File: config.mk
export PLATFORM = sky130hd
export DESIGN_NAME = regfile_wb_arbiter
export DESIGN_NICKNAME = d
export VERILOG_FILES = /design/src/rtl/rf_pkg.sv /design/src/rtl/rr_arb2.sv /design/src/rtl/regfile_wb_arbiter.sv
export SDC_FILE = /design/constraint.sdc
export NUM_CORES = 1
export LEC_CHECK = 0
export CORE_MARGIN = 2
export CORE_UTILIZATION = 50
export CTS_CLUSTER_SIZE = 8
export DETAILED_ROUTE_END_ITERATION = 8
export DONT_BUFFER_PORTS = 1
export GPL_ROUTABILITY_DRIVEN = 0
export GPL_TIMING_DRIVEN = 0
export PLACE_DENSITY = 0.65
export SLEW_MARGIN = 20
export SYNTH_ARGS = -nofsm -noshare
export SYNTH_HDL_FRONTEND = slang
export SYNTH_SLANG_ARGS = --single-unit
export TNS_END_PERCENT = 5
File: constraint.sdc
create_clock -name clk -period 2.95 [get_ports clk]
set_clock_uncertainty 0.1 [all_clocks]
set_input_delay 0.4425 -clock clk [delete_from_list [all_inputs] [get_ports clk]]
set_output_delay 0.4425 -clock clk [all_outputs]
set_load 0.005 [all_outputs]
File: src/rtl/rf_pkg.sv
// Shared types and sizes for the register-file write-port scheduler.
package rf_pkg;

  localparam int XLEN   = 32;
  localparam int NREG   = 32;
  localparam int REG_AW = $clog2(NREG);

  typedef enum logic {ST_CLEAR, ST_RUN} state_t;
  typedef enum logic {GNT_EX, GNT_LD} gnt_t;

endpackage

File: src/rtl/rr_arb2.sv
// Two-requester round-robin arbiter; the pointer moves to the loser only when
// both requesters contend in an enabled cycle.
module rr_arb2
  import rf_pkg::*;
(
  input  logic       clk,
  input  logic       rst,
  input  logic [1:0] req,
  input  logic       en,
  output logic [1:0] gnt
);

  gnt_t ptr;

  always_ff @(posedge clk or negedge rst) begin
    if (!rst) begin
      ptr <= GNT_EX;
    end else if (en && (&req)) begin
      ptr <= (ptr == GNT_EX) ? GNT_LD : GNT_EX;
    end
  end

  always_comb begin
    gnt = 2'b00;
    if (en) begin
      if (&req) gnt = (ptr == GNT_EX) ? 2'b01 : 2'b10;
      else      gnt = req;
    end
  end

endmodule

File: src/rtl/regfile_wb_arbiter.sv
// Register-file write-port scheduler: clears x1..x(NREG-1) after reset, then
// shares the write port between ALU writeback and load return.
//
// state    | meaning
// ST_CLEAR | one zero write per cycle to x1..x(NREG-1), requesters stalled
// ST_RUN   | round-robin between ex and ld, one write per cycle
module regfile_wb_arbiter
  import rf_pkg::*;
#(
  parameter int XLEN           = rf_pkg::XLEN,
  parameter int NREG           = rf_pkg::NREG,
  parameter int AW             = rf_pkg::REG_AW,
  parameter bit CLEAR_ON_RESET = 1'b1
) (
  input  logic            clk,
  input  logic            rst,
  input  logic            ex_valid,
  output logic            ex_ready,
  input  logic [AW-1:0]   ex_rd,
  input  logic [XLEN-1:0] ex_data,
  input  logic            ld_valid,
  output logic            ld_ready,
  input  logic [AW-1:0]   ld_rd,
  input  logic [XLEN-1:0] ld_data,
  output logic            RegWEn,
  output logic [AW-1:0]   AddrD,
  output logic [XLEN-1:0] DataD,
  output logic            init_done
);

  localparam state_t RST_STATE = CLEAR_ON_RESET ? ST_CLEAR : ST_RUN;

  state_t          state, state_nxt;
  logic [AW-1:0]   cnt;
  logic            run_en;
  logic [1:0]      gnt;
  logic            hs;
  logic [AW-1:0]   wr_rd;
  logic [XLEN-1:0] wr_data;

  always_ff @(posedge clk or negedge rst) begin
    if (!rst) state <= RST_STATE;
    else      state <= state_nxt;
  end

  always_comb begin
    state_nxt = state;
    if (state == ST_CLEAR && cnt == AW'(NREG - 1)) state_nxt = ST_RUN;
  end

  // Gating with rst keeps ready and init_done low while reset is held, even
  // when the reset state is already ST_RUN.
  always_comb begin
    run_en    = rst && (state == ST_RUN);
    init_done = run_en;
    ex_ready  = gnt[0];
    ld_ready  = gnt[1];
  end

  rr_arb2 u_arb (
    .clk (clk),
    .rst (rst),
    .req ({ld_valid, ex_valid}),
    .en  (run_en),
    .gnt (gnt)
  );

  assign hs      = |gnt;
  assign wr_rd   = gnt[1] ? ld_rd   : ex_rd;
  assign wr_data = gnt[1] ? ld_data : ex_data;

  always_ff @(posedge clk or negedge rst) begin
    if (!rst) begin
      RegWEn <= 1'b0;
      AddrD  <= '0;
      DataD  <= '0;
      cnt    <= AW'(1);
    end else if (state == ST_CLEAR) begin
      RegWEn <= 1'b1;
      AddrD  <= cnt;
      DataD  <= '0;
      cnt    <= cnt + AW'(1);
    end else if (hs) begin
      // x0 is hardwired: the request is consumed but never written
      RegWEn <= |wr_rd;
      AddrD  <= wr_rd;
      DataD  <= wr_data;
    end else begin
      RegWEn <= 1'b0;
    end
  end

endmodule

==> results.sh <==
export IMPL_cts_htree_levels=2
export IMPL_detail_route_vias_per_cell=6.08
export IMPL_worstPathMaxFanout=10
export IMPL_area_of_the_mapped_netlist_um2=2180
export IMPL_timing_hold_worst_class="in -> reg"
export IMPL_die_h_um=70.0
export IMPL_antenna_cells=0
export IMPL_power_share_switching_pct=28.4
export IMPL_antenna_violations_before_repair=0
export IMPL_fin_crit_sh_pct=68.4
export IMPL_p_per_area_nw_per_um2=642
export IMPL_postCtsSetupBuffers=0
export IMPL_dp_hpwl_um=3800
export IMPL_ioPinCount=119
export IMPL_synth_fp_nets=289
export IMPL_share_comb_of_total_power_pct=18.4
export IMPL_final_hold_violating_endpoints=0
export IMPL_worst_ep_required_time_ns=2.41
export IMPL_max_vdd_ir_drop_mv=0.293
export IMPL_slowest_delay_ns=0.37
export IMPL_final_max_slew_violation_count=0
export IMPL_placementRows=24
export IMPL_worstPathArrival_ns=1.48
export IMPL_netlist_instances=209
export IMPL_tritoncts_num_sinks=45
export IMPL_insertion_delay_of_the_later_clocked_pin_in_the_worst_skew_pair_ns=0.30
export IMPL_maxClockFrequency_ghz=0.496
export IMPL_start_util_pct=51.1
export IMPL_design_die_area_um2=4900
export IMPL_cell_chain_critical_path="nand2_1, inv_2, o21ai_1, buf_2, a31oi_1"
export IMPL_crit_buf_inv=2
export IMPL_postSynthRegisterBits=45
export IMPL_die_width_um=70.0
export IMPL_yosysUniqueCellTypes=28
export IMPL_cts_buffers=5
export IMPL_number_of_global_route_vias_before_repair=1698
export IMPL_area_growth_syn_to_layout_pct=9.88
export IMPL_grt_pass1_wl_um=8360
export IMPL_nets_finish=298
export IMPL_worst_slew_margin_pct=68.6
export IMPL_detailedRoute_firstPassIterationCount=4
export IMPL_hold_slack_ns=0.210
export IMPL_layout_min_cycle_time_ns=2.02
export IMPL_clock_tree_from_tritoncts="done"
export IMPL_clock_pin_slew_of_the_registers_on_the_worst_case_setup_and_hold_paths_ns=0.09
export IMPL_ys_flop_type="sky130_fd_sc_hd__dfrtp_1"
export IMPL_cts_root_buffer_cell="sky130_fd_sc_hd__clkbuf_8"
export IMPL_seq_area_frac_synth_pct=51.8
export IMPL_clkPwrFrac_pct=30.2
export IMPL_yosysWarnings=0
export IMPL_post_synth_edffs=0
export IMPL_endpoint_kind="output pin"
export IMPL_wl_per_cell_um=18.7
export IMPL_antenna_left=0
export IMPL_timing_final_setup_violations=0
export IMPL_synth_top_area_share_pct=50.5
export IMPL_clk_path_buf_depth=2
export IMPL_globalRouteTotalUtil_pct=21.3
export IMPL_totalNegativeSetupSlack_ns=0
export IMPL_p_seq_share_pct=51.4
export IMPL_coreArea_um2=4260
export IMPL_async_set_reset_flop_share_out_of_synthesis_pct=100
export IMPL_average_cell_area_after_synthesis_um2=10.4
export IMPL_n_fill_cell=389
export IMPL_pin_count_of_the_biggest_net_entering_global_routing=46
export IMPL_drive_above_1_share_pct=7.76
export IMPL_drt_first_iter_violations=76
export IMPL_cts_hold_buf=2
export IMPL_placement_io_buffers=0
export IMPL_cpLargestDelayFamily="compound AO/OA/AOI/OAI gates"
export IMPL_leakage_power_uw=0.00115
export IMPL_intPower_uw=1100
export IMPL_route_vias_total=1648
export IMPL_run_status="finished clean"
export IMPL_gr_total_overflow=0
export IMPL_max_cap_violations=0
export IMPL_netlist_top_cells_area="sky130_fd_sc_hd__dfrtp_1, sky130_fd_sc_hd__mux2i_1, sky130_fd_sc_hd__nand3_1"
export IMPL_drc=0
export IMPL_worst_setup_path_start_kind="flip-flop"
export IMPL_placedInstanceArea_um2=2240
export IMPL_power_switching_uw=437
export IMPL_grt_setup_unrepaired="no"
export IMPL_pin_slew_with_the_least_headroom_to_its_limit_ns=0.471
export IMPL_timing_critical_path_slowest_stage_cell="sky130_fd_sc_hd__dfrtp_1"
export IMPL_crit_type="reg -> out"
export IMPL_ff2ff_setup_slack_ns=1.07
export IMPL_synth_largest_area_cell="sky130_fd_sc_hd__dfrtp_1"
export IMPL_cell_area_after_layout_um2=2390
export IMPL_final_routed_wirelength_um=5070
export IMPL_cts_resized=0
-- per-layer routing --
| metal | routed length (µm) | global-route usage (%) |
|---|---|---|
| met1 | 2140 | 27.1 |
| met2 | 2350 | 34.2 |
| met3 | 499 | 7.79 |
| met4 | 74 | 6.62 |
| met5 | 0 | 0 |
-- sequential cells by signal (all words and copies together) (netlist names) --
register,flops
state,1
u_arb.ptr,1
DataD,32
AddrD,5
cnt,5
RegWEn,1
-- layout by cell type (no fill, tap or decap), types with 2 or more instances in the layout --
| cell | count |
|---|---|
| sky130_fd_sc_hd__dfrtp_1 | 44 |
| sky130_fd_sc_hd__clkbuf_1 | 6 |
| sky130_fd_sc_hd__buf_4 | 2 |
| sky130_fd_sc_hd__mux2_1 | 2 |
| sky130_fd_sc_hd__nand3_1 | 34 |
| sky130_fd_sc_hd__xnor2_1 | 4 |
| sky130_fd_sc_hd__nand2_1 | 4 |
| sky130_fd_sc_hd__buf_2 | 4 |
| sky130_fd_sc_hd__clkbuf_8 | 5 |
| sky130_fd_sc_hd__or3_1 | 3 |
| sky130_fd_sc_hd__nor2_1 | 13 |
| sky130_fd_sc_hd__o21ai_1 | 34 |
| sky130_fd_sc_hd__ha_1 | 2 |
| sky130_fd_sc_hd__buf_1 | 4 |
| sky130_fd_sc_hd__or4_1 | 2 |
| sky130_fd_sc_hd__mux2i_1 | 36 |
| sky130_fd_sc_hd__a221oi_1 | 3 |
-- synthesized netlist by cell type, types with 2 or more instances --
cell type	instances
sky130_fd_sc_hd__xnor2_1	4
sky130_fd_sc_hd__nand2_1	4
sky130_fd_sc_hd__buf_4	2
sky130_fd_sc_hd__buf_2	4
sky130_fd_sc_hd__o21ai_1	34
sky130_fd_sc_hd__a221oi_1	3
sky130_fd_sc_hd__clkbuf_1	6
sky130_fd_sc_hd__mux2_1	2
sky130_fd_sc_hd__ha_1	2
sky130_fd_sc_hd__or3_1	3
sky130_fd_sc_hd__nor2_1	13
sky130_fd_sc_hd__buf_1	4
sky130_fd_sc_hd__mux2i_1	36
sky130_fd_sc_hd__dfrtp_1	44
sky130_fd_sc_hd__nand3_1	34
sky130_fd_sc_hd__or4_1	2
-- metrics by stage --
step	util, %	worst slack [ns]	power (µW)	std cells
after floorplan	-	1.16	1000	209
after global placement	52.6	1.07	1050	261
after detailed placement	52.6	1.02	1070	261
after CTS	56.1	0.912	1550	271
after global routing	56.1	0.783	1630	271
final	56.1	0.932	1540	271
-- path summary, 6_finish.rpt --
kind / cells past startpoint / to / startpoint
min reg2reg: 1 / u_arb.ptr / u_arb.ptr
max: 5 / ex_ready / state
min: 2 / u_arb.ptr / ld_valid
max reg2reg: 7 / DataD[23] / state
min in group asynchronous: 2 / AddrD[4] / rst
max in group asynchronous: 2 / cnt[0] / rst
-- area by class of cell --
type,count,area (µm²),area share [%]
Multi-Input combinational cell,146,971,40.6
Tap cell,52,65.1,2.72
Timing Repair Buffer,2,37.5,1.57
Buffer,16,72.6,3.03
Inverter,2,7.51,0.314
Clock inverter,3,43.8,1.83
Sequential cell,45,1130,47.1
Clock buffer,5,68.8,2.88
-- power groups by stage --
stage | registers [µW] | clock network [µW] | logic [µW]
after floorplan | 779 | 0 | 224
after global placement | 799 | 0 | 255
after detailed placement | 805 | 0 | 268
after CTS | 793 | 474 | 286
after global routing | 803 | 508 | 318
final | 789 | 464 | 283
-- logic make-up after synthesis --
family	after synthesis	synth area share (%)
buf+inv	18	3.68
fa+ha+maj	2	1.15
xor+xnor	4	1.61
mux	38	17.6
simple gates	60	13.4
compound gates	42	10.8
flops	45	51.8
(Power assumes the default switching activity.)
